**src/rtl/truth_table_scanner.sv**
```systemverilog
// Exhaustive stimulus/capture engine for an N_IN-input, 1-output combinational block.
// Define SCAN_CHECK_EN to compare the captured table against EXPECTED; otherwise the compare outputs read 0.
module truth_table_scanner #(
  parameter int                  N_IN     = 5,
  parameter int                  SETTLE   = 1,
  parameter logic [2**N_IN-1:0]  EXPECTED = 32'h9669_6996
) (
  input  logic                 clk,
  input  logic                 rst_n,
  input  logic                 start,
  output logic [N_IN-1:0]      stim,
  input  logic                 resp,
  output logic                 busy,
  output logic                 done,
  output logic [2**N_IN-1:0]   table_out,
  output logic [N_IN:0]        mismatch_cnt,
  output logic [N_IN-1:0]      first_fail,
  output logic                 pass
);

  localparam logic [3:0]      SETTLE_W = 4'(SETTLE);
  localparam logic [N_IN-1:0] LAST     = {N_IN{1'b1}};

  typedef enum logic [1:0] {S_IDLE, S_SETTLE, S_CAPTURE} state_t;

  state_t     state_q, state_d;
  logic [3:0] wait_q;
  logic       last_code;

  assign last_code = (stim == LAST);

  always_ff @(posedge clk or negedge rst_n) begin
    if (!rst_n) state_q <= S_IDLE;
    else        state_q <= state_d;
  end

  always_comb begin
    state_d = state_q;
    case (state_q)
      S_IDLE:    if (start) state_d = (SETTLE_W != 4'd0) ? S_SETTLE : S_CAPTURE;
      S_SETTLE:  if (wait_q <= 4'd1) state_d = S_CAPTURE;
      S_CAPTURE: begin
        if (last_code)               state_d = S_IDLE;
        else if (SETTLE_W != 4'd0)   state_d = S_SETTLE;
        else                         state_d = S_CAPTURE;
      end
      default:   state_d = S_IDLE;
    endcase
  end

  // Stimulus, settle timer and capture; stim parks at the last code until restarted.
  always_ff @(posedge clk or negedge rst_n) begin
    if (!rst_n) begin
      stim      <= '0;
      busy      <= 1'b0;
      done      <= 1'b0;
      table_out <= '0;
      wait_q    <= '0;
    end else begin
      done <= 1'b0;
      case (state_q)
        S_IDLE: if (start) begin
          stim      <= '0;
          table_out <= '0;
          busy      <= 1'b1;
          wait_q    <= SETTLE_W;
        end
        S_SETTLE: wait_q <= wait_q - 4'd1;
        S_CAPTURE: begin
          table_out[stim] <= resp;
          if (last_code) begin
            busy <= 1'b0;
            done <= 1'b1;
          end else begin
            stim   <= stim + 1'b1;
            wait_q <= SETTLE_W;
          end
        end
        default: ;
      endcase
    end
  end

`ifdef SCAN_CHECK_EN
  logic          miss;
  logic [N_IN:0] cnt_nxt;

  assign miss    = resp ^ EXPECTED[stim];
  assign cnt_nxt = mismatch_cnt + {{N_IN{1'b0}}, miss};

  always_ff @(posedge clk or negedge rst_n) begin
    if (!rst_n) begin
      mismatch_cnt <= '0;
      first_fail   <= '0;
      pass         <= 1'b0;
    end else if (state_q == S_IDLE && start) begin
      mismatch_cnt <= '0;
      first_fail   <= '0;
      pass         <= 1'b0;
    end else if (state_q == S_CAPTURE) begin
      mismatch_cnt <= cnt_nxt;
      // A zero running count means this is the scan's first miss.
      if (miss && mismatch_cnt == '0) first_fail <= stim;
      if (last_code) pass <= (cnt_nxt == '0);
    end
  end
`else
  assign mismatch_cnt = '0;
  assign first_fail   = '0;
  assign pass         = 1'b0;
`endif

endmodule

```
**config.mk**
```make
export PLATFORM = sky130hd
export DESIGN_NAME = truth_table_scanner
export DESIGN_NICKNAME = d
export VERILOG_FILES = /design/src/rtl/truth_table_scanner.sv
export SDC_FILE = /design/constraint.sdc
export NUM_CORES = 1
export LEC_CHECK = 0
export ABC_AREA = 1
export BUFFER_PORTS_ARGS = -buffer_cell sky130_fd_sc_hd__buf_2
export CORE_ASPECT_RATIO = 1.75
export CORE_MARGIN = 2
export CORE_UTILIZATION = 54
export CTS_CLUSTER_SIZE = 10
export DETAILED_ROUTE_END_ITERATION = 6
export GPL_TIMING_DRIVEN = 0
export PLACE_DENSITY = 0.8
export SYNTH_ARGS = -nofsm -noshare
export SYNTH_HDL_FRONTEND = slang
export SYNTH_SLANG_ARGS = --single-unit
```
**constraint.sdc**
```tcl
create_clock -name clk -period 2.14 [get_ports clk]
set_input_delay 0.107 -clock clk [delete_from_list [all_inputs] [get_ports clk]]
set_output_delay 0.107 -clock clk [all_outputs]
set_load 0.03 [all_outputs]
```
==> results of run 1 <==
layout by cell type (no fill, tap or decap), drive strengths merged, types with 2 or more instances in the layout:
master / Yosys / final
ha: 8 / 8
bufinv: 0 / 2
nand2: 85 / 85
nand3: 22 / 22
clkbuf: 0 / 5
conb: 1 / 12
buf: 20 / 62
o21ai: 37 / 37
inv: 23 / 23
nor2: 70 / 70
dfrtp: 45 / 45
final cells by class:
type                            instances  area share, %
Tap cell                               51          2.244
Buffer                                 20          5.235
Sequential cell                        45          39.60
Multi-Input combinational cell        238          37.44
Clock inverter                          3          2.288
Inverter                               23          3.036
Clock buffer                            5          2.420
Timing Repair Buffer                   43          7.743
state kept, by name, summed over array words and instances (netlist names):
name / count
wait_q: 4
table_out: 32
busy: 1
stim: 5
done: 1
state_q: 2
Yosys cell counts:
library cell | count | area [um2]
o22ai_1 | 1 | 6.260
dfrtp_1 | 45 | 1126
nor2_4 | 1 | 11.26
a21oi_1 | 1 | 5.000
conb_1 | 1 | 3.750
o21ai_1 | 3 | 15.01
nor2_1 | 68 | 255.2
inv_1 | 23 | 86.33
nand3_1 | 21 | 105.1
nand3_2 | 1 | 10.01
buf_2 | 2 | 10.01
nand2_1 | 84 | 315.3
o211ai_1 | 1 | 7.510
buf_4 | 17 | 127.6
nand2_2 | 1 | 6.260
o21ai_0 | 34 | 170.2
buf_6 | 1 | 11.26
ha_1 | 8 | 100.1
or2_2 | 1 | 6.260
nor2_2 | 1 | 6.260
metrics by stage:
stage | total power (W) | utilization (%) | area (um2) | worst slack [ns]
after floorplan | 0.001526 | - | 2426 | 0.4580
after global placement | 0.001700 | 62.44 | 2700 | 0.4497
after detailed placement | 0.001729 | 62.44 | 2700 | 0.4059
after CTS | 0.002493 | 65.77 | 2844 | 0.3755
after global routing | 0.002624 | 65.77 | 2844 | 0.1965
final | 0.002487 | 65.77 | 2844 | 0.3615
worst min-delay path, stage by stage:
cell and delay [ns]:
buf_2 0.09, nand2_1 0.05, o21ai_0 0.07
timing repair:
action | in CTS | in global routing
resized for setup | 0 | 0
hold endpoints to repair | 15 | 0
hold buffers | 1 | 0
power breakdown:
group          switching (W)  internal [W]
Sequential         0.0000628      0.000927
Clock               0.000307      0.000464
Combinational       0.000522      0.000205
Total               0.000892       0.00160
per-layer routing:
metal  track usage [%]  wire, um  vias up
met2             45.58      3142       67
met5                 0         0        -
met1             28.90      2142      980
met3             3.257       241       14
met4             10.42       125        0
li1                  -         -     1081
how the worst max path moves through the flow:
stage | endpoint | slack [ns] | cells past startpoint
after floorplan | stim[1]$_DFFE_PN0P_ | 0.46 | 10
after global placement | stim[3]$_DFFE_PN0P_ | 0.45 | 8
after detailed placement | stim[3]$_DFFE_PN0P_ | 0.41 | 8
after CTS | stim[3]$_DFFE_PN0P_ | 0.38 | 8
after global routing | stim[2]$_DFFE_PN0P_ | 0.20 | 10
final | stim[3]$_DFFE_PN0P_ | 0.36 | 8
logic make-up (layout without fill, tap and decap cells):
family / after synthesis / in the layout / synth area share (%)
AND/OR/NAND/NOR: 178 / 178 / 30.01
other: 1 / 12 / 0.1572
adder cells (fa/ha/maj): 8 / 8 / 4.197
AO/OA/AOI/OAI: 40 / 40 / 8.552
buffers and inverters: 43 / 94 / 9.863
flip-flops: 45 / 45 / 47.22
==> metrics.yaml, run 1 <==
status:
  status: "completed"
drt:
  num_vias: 2142
  drt-total-wl_mm: 5.652
  avgRoutedWirePerCell_um: 13.21
  drtAntennaViolNets: 0
  avgViaCountPerCell: 5.005
  drc: 0
  initialDrtViolationCount: 69
  dr.pass1.iters: 4
placement:
  place_congestion: 0.8866
  hpwlAfterDp_mm: 4.238
  numPortBuffers: 42
  place_inst: 419
power_and_ir_drop:
  leakagePower_nw: 1.473
  vdd_drop_max_mv: 0.7710
  powerDensity_mw_per_mm2: 874.6
clock_tree:
  clock_sinks: 45
  insertion_delay_ns: 0.31
  clk_path_buf_depth: 2
  cts_max_level: 2
  clkSlewWorstSetupHoldPaths_ns: 0.08
  cts_made_buffers: 5
  root_buffer: "clkbuf_8"
  post_cts_buffers: 0
  tritoncts: "done"
synthesis:
  synth_cell_type_count: 20
  yosysWarnings: 0
  synth-seq-cells: 45
  ys_seq_area_share_pct: 47.22
  avgSynthCellArea_um2: 7.571
  netlist_instances: 315
  syn_area_mm2: 0.002385
setup_path:
  startpoint_type: "flop"
  r2r_end: "stim[3]$_DFFE_PN0P_"
  end_kind: "flop"
  crit_top_cell: "nor2_1"
  crit_family: "simple AND/OR/NAND/NOR gates"
  path_buf_inv: 0
  r2r_setup_slack_ns: 0.36
  critPathMaxStageDelay_ns: 0.44
  path_class: "flop to flop"
  path_cells: "ha_1, nand2_1, nor2_1, ha_1, nor2_1, nand3_1, nand2_1, nor2_1"
  cpMaxStageDelayCell: "dfrtp_1"
  cp-startpoint: "stim[0]$_DFFE_PN0P_"
  worstRegToRegCells: 8
  path_max_fanout: 6
  rr_startpoint: "stim[0]$_DFFE_PN0P_"
  worstPathRequired_ns: 2.33
  arrival_ns: 1.97
worst_hold_path:
  min_to: "table_out[17]$_DFFE_PN0P_"
  holdCritStartpoint: "resp"
  hold_path_depth: 3
  hold_class: "input port to flop"
sta:
  max_freq_mhz: 562.3
  tightest_slew_ns: 0.9855
  period_minus_slack_ns: 1.778
  finClkSkew_ns: 0.01265
  fin_crit_sh_pct: 83.11
  slew_headroom_pct: 34.30
  whs_ns: 0.05968
  drv_slew: 0
  setup_viol: 0
  hold_viol_final: 0
  setup_tns_ns: 0
  rsz0062_at_grt: "false"
global_route:
  grt_max_degree: 46
  antenna_found_initial: 0
  grt_pass1_wl_mm: 9.487
  grt-ovfl-total: 0
  grt_pass1_vias: 2124
  grt_usage_pct: 25.58
cells_and_area:
  diodes: 0
  drive_gt1_share_pct: 19.89
  stdcell_count: 428
  multi_input_area_mm2: 0.001065
  ff_latch_area_mm2: 0.001126
  nFillCells: 400
  fin_nets: 388
  syn_to_final_growth_pct: 19.26
die:
  die_area_mm2: 0.004985
  rows: 32
  core_mm2: 0.004324
  dieWidth_um: 54.24
  io_pins: 55
  die_h_um: 91.91
  start_util_pct: 55.15
run:
  cap_violations: 0
Power figures use the tool's default switching activity.
==> run 2, diff against run 1 <==
--- a/config.mk
+++ b/config.mk
@@ -9,11 +9,11 @@
 export BUFFER_PORTS_ARGS = -buffer_cell sky130_fd_sc_hd__buf_2
 export CORE_ASPECT_RATIO = 1.75
 export CORE_MARGIN = 2
-export CORE_UTILIZATION = 54
+export CORE_UTILIZATION = 48
 export CTS_CLUSTER_SIZE = 10
 export DETAILED_ROUTE_END_ITERATION = 6
 export GPL_TIMING_DRIVEN = 0
-export PLACE_DENSITY = 0.8
+export PLACE_DENSITY = 0.75
 export SYNTH_ARGS = -nofsm -noshare
 export SYNTH_HDL_FRONTEND = slang
 export SYNTH_SLANG_ARGS = --single-unit
==> constraint.sdc (replaced) <==
create_clock -name clk -period 1.55 [get_ports clk]
set_input_delay 0.0775 -clock clk [delete_from_list [all_inputs] [get_ports clk]]
set_output_delay 0.0775 -clock clk [all_outputs]
set_load 0.03 [all_outputs]
==> run 2 against run 1 <==
Non-clock buffer count rose by 3. Via count is 0.14% higher. Setup slack lost 0.29 ns. Register-to-register slack worse by 0.29 ns. Routed wire length decreased by 0.99%. Clock-buffer cell count increased by 1. Critical path depth down 1. Combinational power is 40% higher. First-iteration DRC count shrank 20%. Critical endpoint is now table_out[17]$_DFFE_PN0P_. Largest cell class unchanged. Largest power group unchanged.
==> metrics.yaml, run 2 (synthesis results as in run 1) <==
cells_and_area:
  nFillCells: 450
  drive_gt1_share_pct: 22.89
  final_cell_area_mm2: 0.002861
  diodes: 0
  largest_reg_flops: 32
  finish.utilization_pct: 58.49
  top_register: "table_out"
  top_regs: "table_out (32), stim (5), wait_q (4)"
  syn_to_final_growth_pct: 19.99
  fin_nets: 391
  final_cell_mix: "nand2_1, nor2_1, buf_2, dfrtp_1, o21ai_0"
  mostFrequentLayoutCell: "nand2_1"
clock_tree:
  cts_max_level: 2
  clk_path_buf_depth: 2
  cts_made_buffers: 5
  clkSlewWorstSetupHoldPaths_ns: 0.08
  insertion_delay_ns: 0.30
  tritoncts: "done"
  clock_sinks: 45
  root_buffer: "clkbuf_8"
setup_path:
  arrival_ns: 1.68
  startpoint_type: "flop"
  path_buf_inv: 2
  path_max_fanout: 8
  worstPathRequired_ns: 1.75
  cp-startpoint: "stim[1]$_DFFE_PN0P_"
  end_kind: "flop"
  path_cells: "buf_4, inv_1, ha_1, nand2_2, nor2_1, nand2_1, o21ai_0"
  cpMaxStageDelayCell: "dfrtp_2"
  critPathMaxStageDelay_ns: 0.43
  path_class: "flop to flop"
  crit_family: "flip-flops"
  rr_startpoint: "stim[1]$_DFFE_PN0P_"
placement:
  place_congestion: 0.9096
  placed_area_mm2: 0.002719
  pre_cts_ws_ns: -0.07618
  numPortBuffers: 42
  hpwlAfterDp_mm: 4.187
sta:
  hold_viol_final: 0
  setup_viol: 0
  slew_headroom_pct: 34.12
  drv_slew: 0
  rsz0062_at_grt: "true"
  tightest_slew_ns: 0.9882
  worst_slack_ns: 0.07178
  period_minus_slack_ns: 1.478
  fin_crit_sh_pct: 95.37
  setup_tns_ns: 0
  finClkSkew_ns: 0.009296
  max_freq_mhz: 676.5
die:
  rows: 34
  core_mm2: 0.004892
  io_pins: 55
  die_area_mm2: 0.005570
  die_h_um: 97.25
  dieWidth_um: 57.28
  start_util_pct: 48.75
drt:
  drtAntennaViolNets: 0
  avgViaCountPerCell: 4.942
  dr.pass1.iters: 4
  initialDrtViolationCount: 55
  num_vias: 2145
  drc: 0
  drt-total-wl_mm: 5.596
  avgRoutedWirePerCell_um: 12.89
worst_hold_path:
  hold_class: "input port to flop"
  holdCritStartpoint: "resp"
global_route:
  grt_pass1_wl_mm: 9.321
  grt_pass1_vias: 2072
  grt_usage_pct: 21.25
  antenna_found_initial: 0
  grt_max_degree: 46
  grt-ovfl-total: 0
power_and_ir_drop:
  powerDensity_mw_per_mm2: 1083
  netSwitchingFraction_pct: 38.89
  p_sw_w: 0.001205
  pwr-share-seq_pct: 44.2
  internal-power_w: 0.001893
  vdd_drop_max_mv: 1.012
  leakagePower_nw: 1.471
  p_comb_share_pct: 33.0
  clkPwrFrac_pct: 22.7
status:
  status: "completed"
run:
  cap_violations: 0
==> run 2: metal layers <==
metal / vias to the layer above / GRT usage, % / part of all wire [%] / wire (um)
met5: - / 0 / 0 / 0
met4: 0 / 7.692 / 2.0 / 114
met3: 11 / 3.595 / 3.6 / 200
met2: 64 / 38.90 / 55 / 3094
met1: 980 / 23.84 / 39 / 2187
li1: 1090 / - / - / -
==> run 2: path summary, 6_finish.rpt <==
check / to / slack, ns / cells past startpoint
setup / recovery: table_out[17]$_DFFE_PN0P_ / 0.07 / 7
hold / removal: table_out[17]$_DFFE_PN0P_ / 0.04 / 3
setup reg to reg: table_out[17]$_DFFE_PN0P_ / 0.07 / 7
hold reg to reg: table_out[15]$_DFFE_PN0P_ / 0.50 / 2
max in group asynchronous: stim[0]$_DFFE_PN0P_ / 0.40 / 2
min in group asynchronous: table_out[16]$_DFFE_PN0P_ / 0.48 / 2
==> run 2: power groups by stage <==
stage          Sequential (W)  Clock (W)  Combinational, W
2_1_floorplan         0.00149          0          0.000625
3_3_place_gp          0.00139          0          0.000968
3_5_place_dp          0.00140          0          0.000989
4_1_cts               0.00137   0.000722           0.00101
5_1_grt               0.00138   0.000769           0.00114
6_report              0.00137   0.000704           0.00102
==> run 2: layout make-up <==
class	count	area, um2	area share, %
buffer	20	151.4	5.291
clock buffer	6	72.57	2.536
clock inverter	2	10.01	0.3498
inverter	23	86.33	3.017
multi-input combinational	238	1102	38.52
sequential	45	1129	39.44
tap	54	67.56	2.361
timing repair buffer	46	242.7	8.483
==> run 2: metrics by stage <==
stage,hold WS (ns),power [W],std cells
floorplan,-0.2181,0.002115,326
global placement,0.2918,0.002361,422
detailed placement,0.2965,0.002387,422
CTS,0.03570,0.003104,432
global route,0.03152,0.003291,434
finish,0.04121,0.003098,434
==> run 2: worst register-to-register path: stages (launching register included) <==
cell,delay [ns]
dfrtp_2,0.43
buf_4,0.16
inv_1,0.09
ha_1,0.21
nand2_2,0.16
nor2_1,0.18
nand2_1,0.07
o21ai_0,0.09
==> run 2: timing repair <==
item | 4_1_cts | 5_1_grt
buffers inserted | 1 | 2
setup endpoints to repair | 7 | 19
resized for setup | 4 | 6
hold endpoints to repair | 45 | 0
hold buffers | 1 | 0
pin swaps | 0 | 1
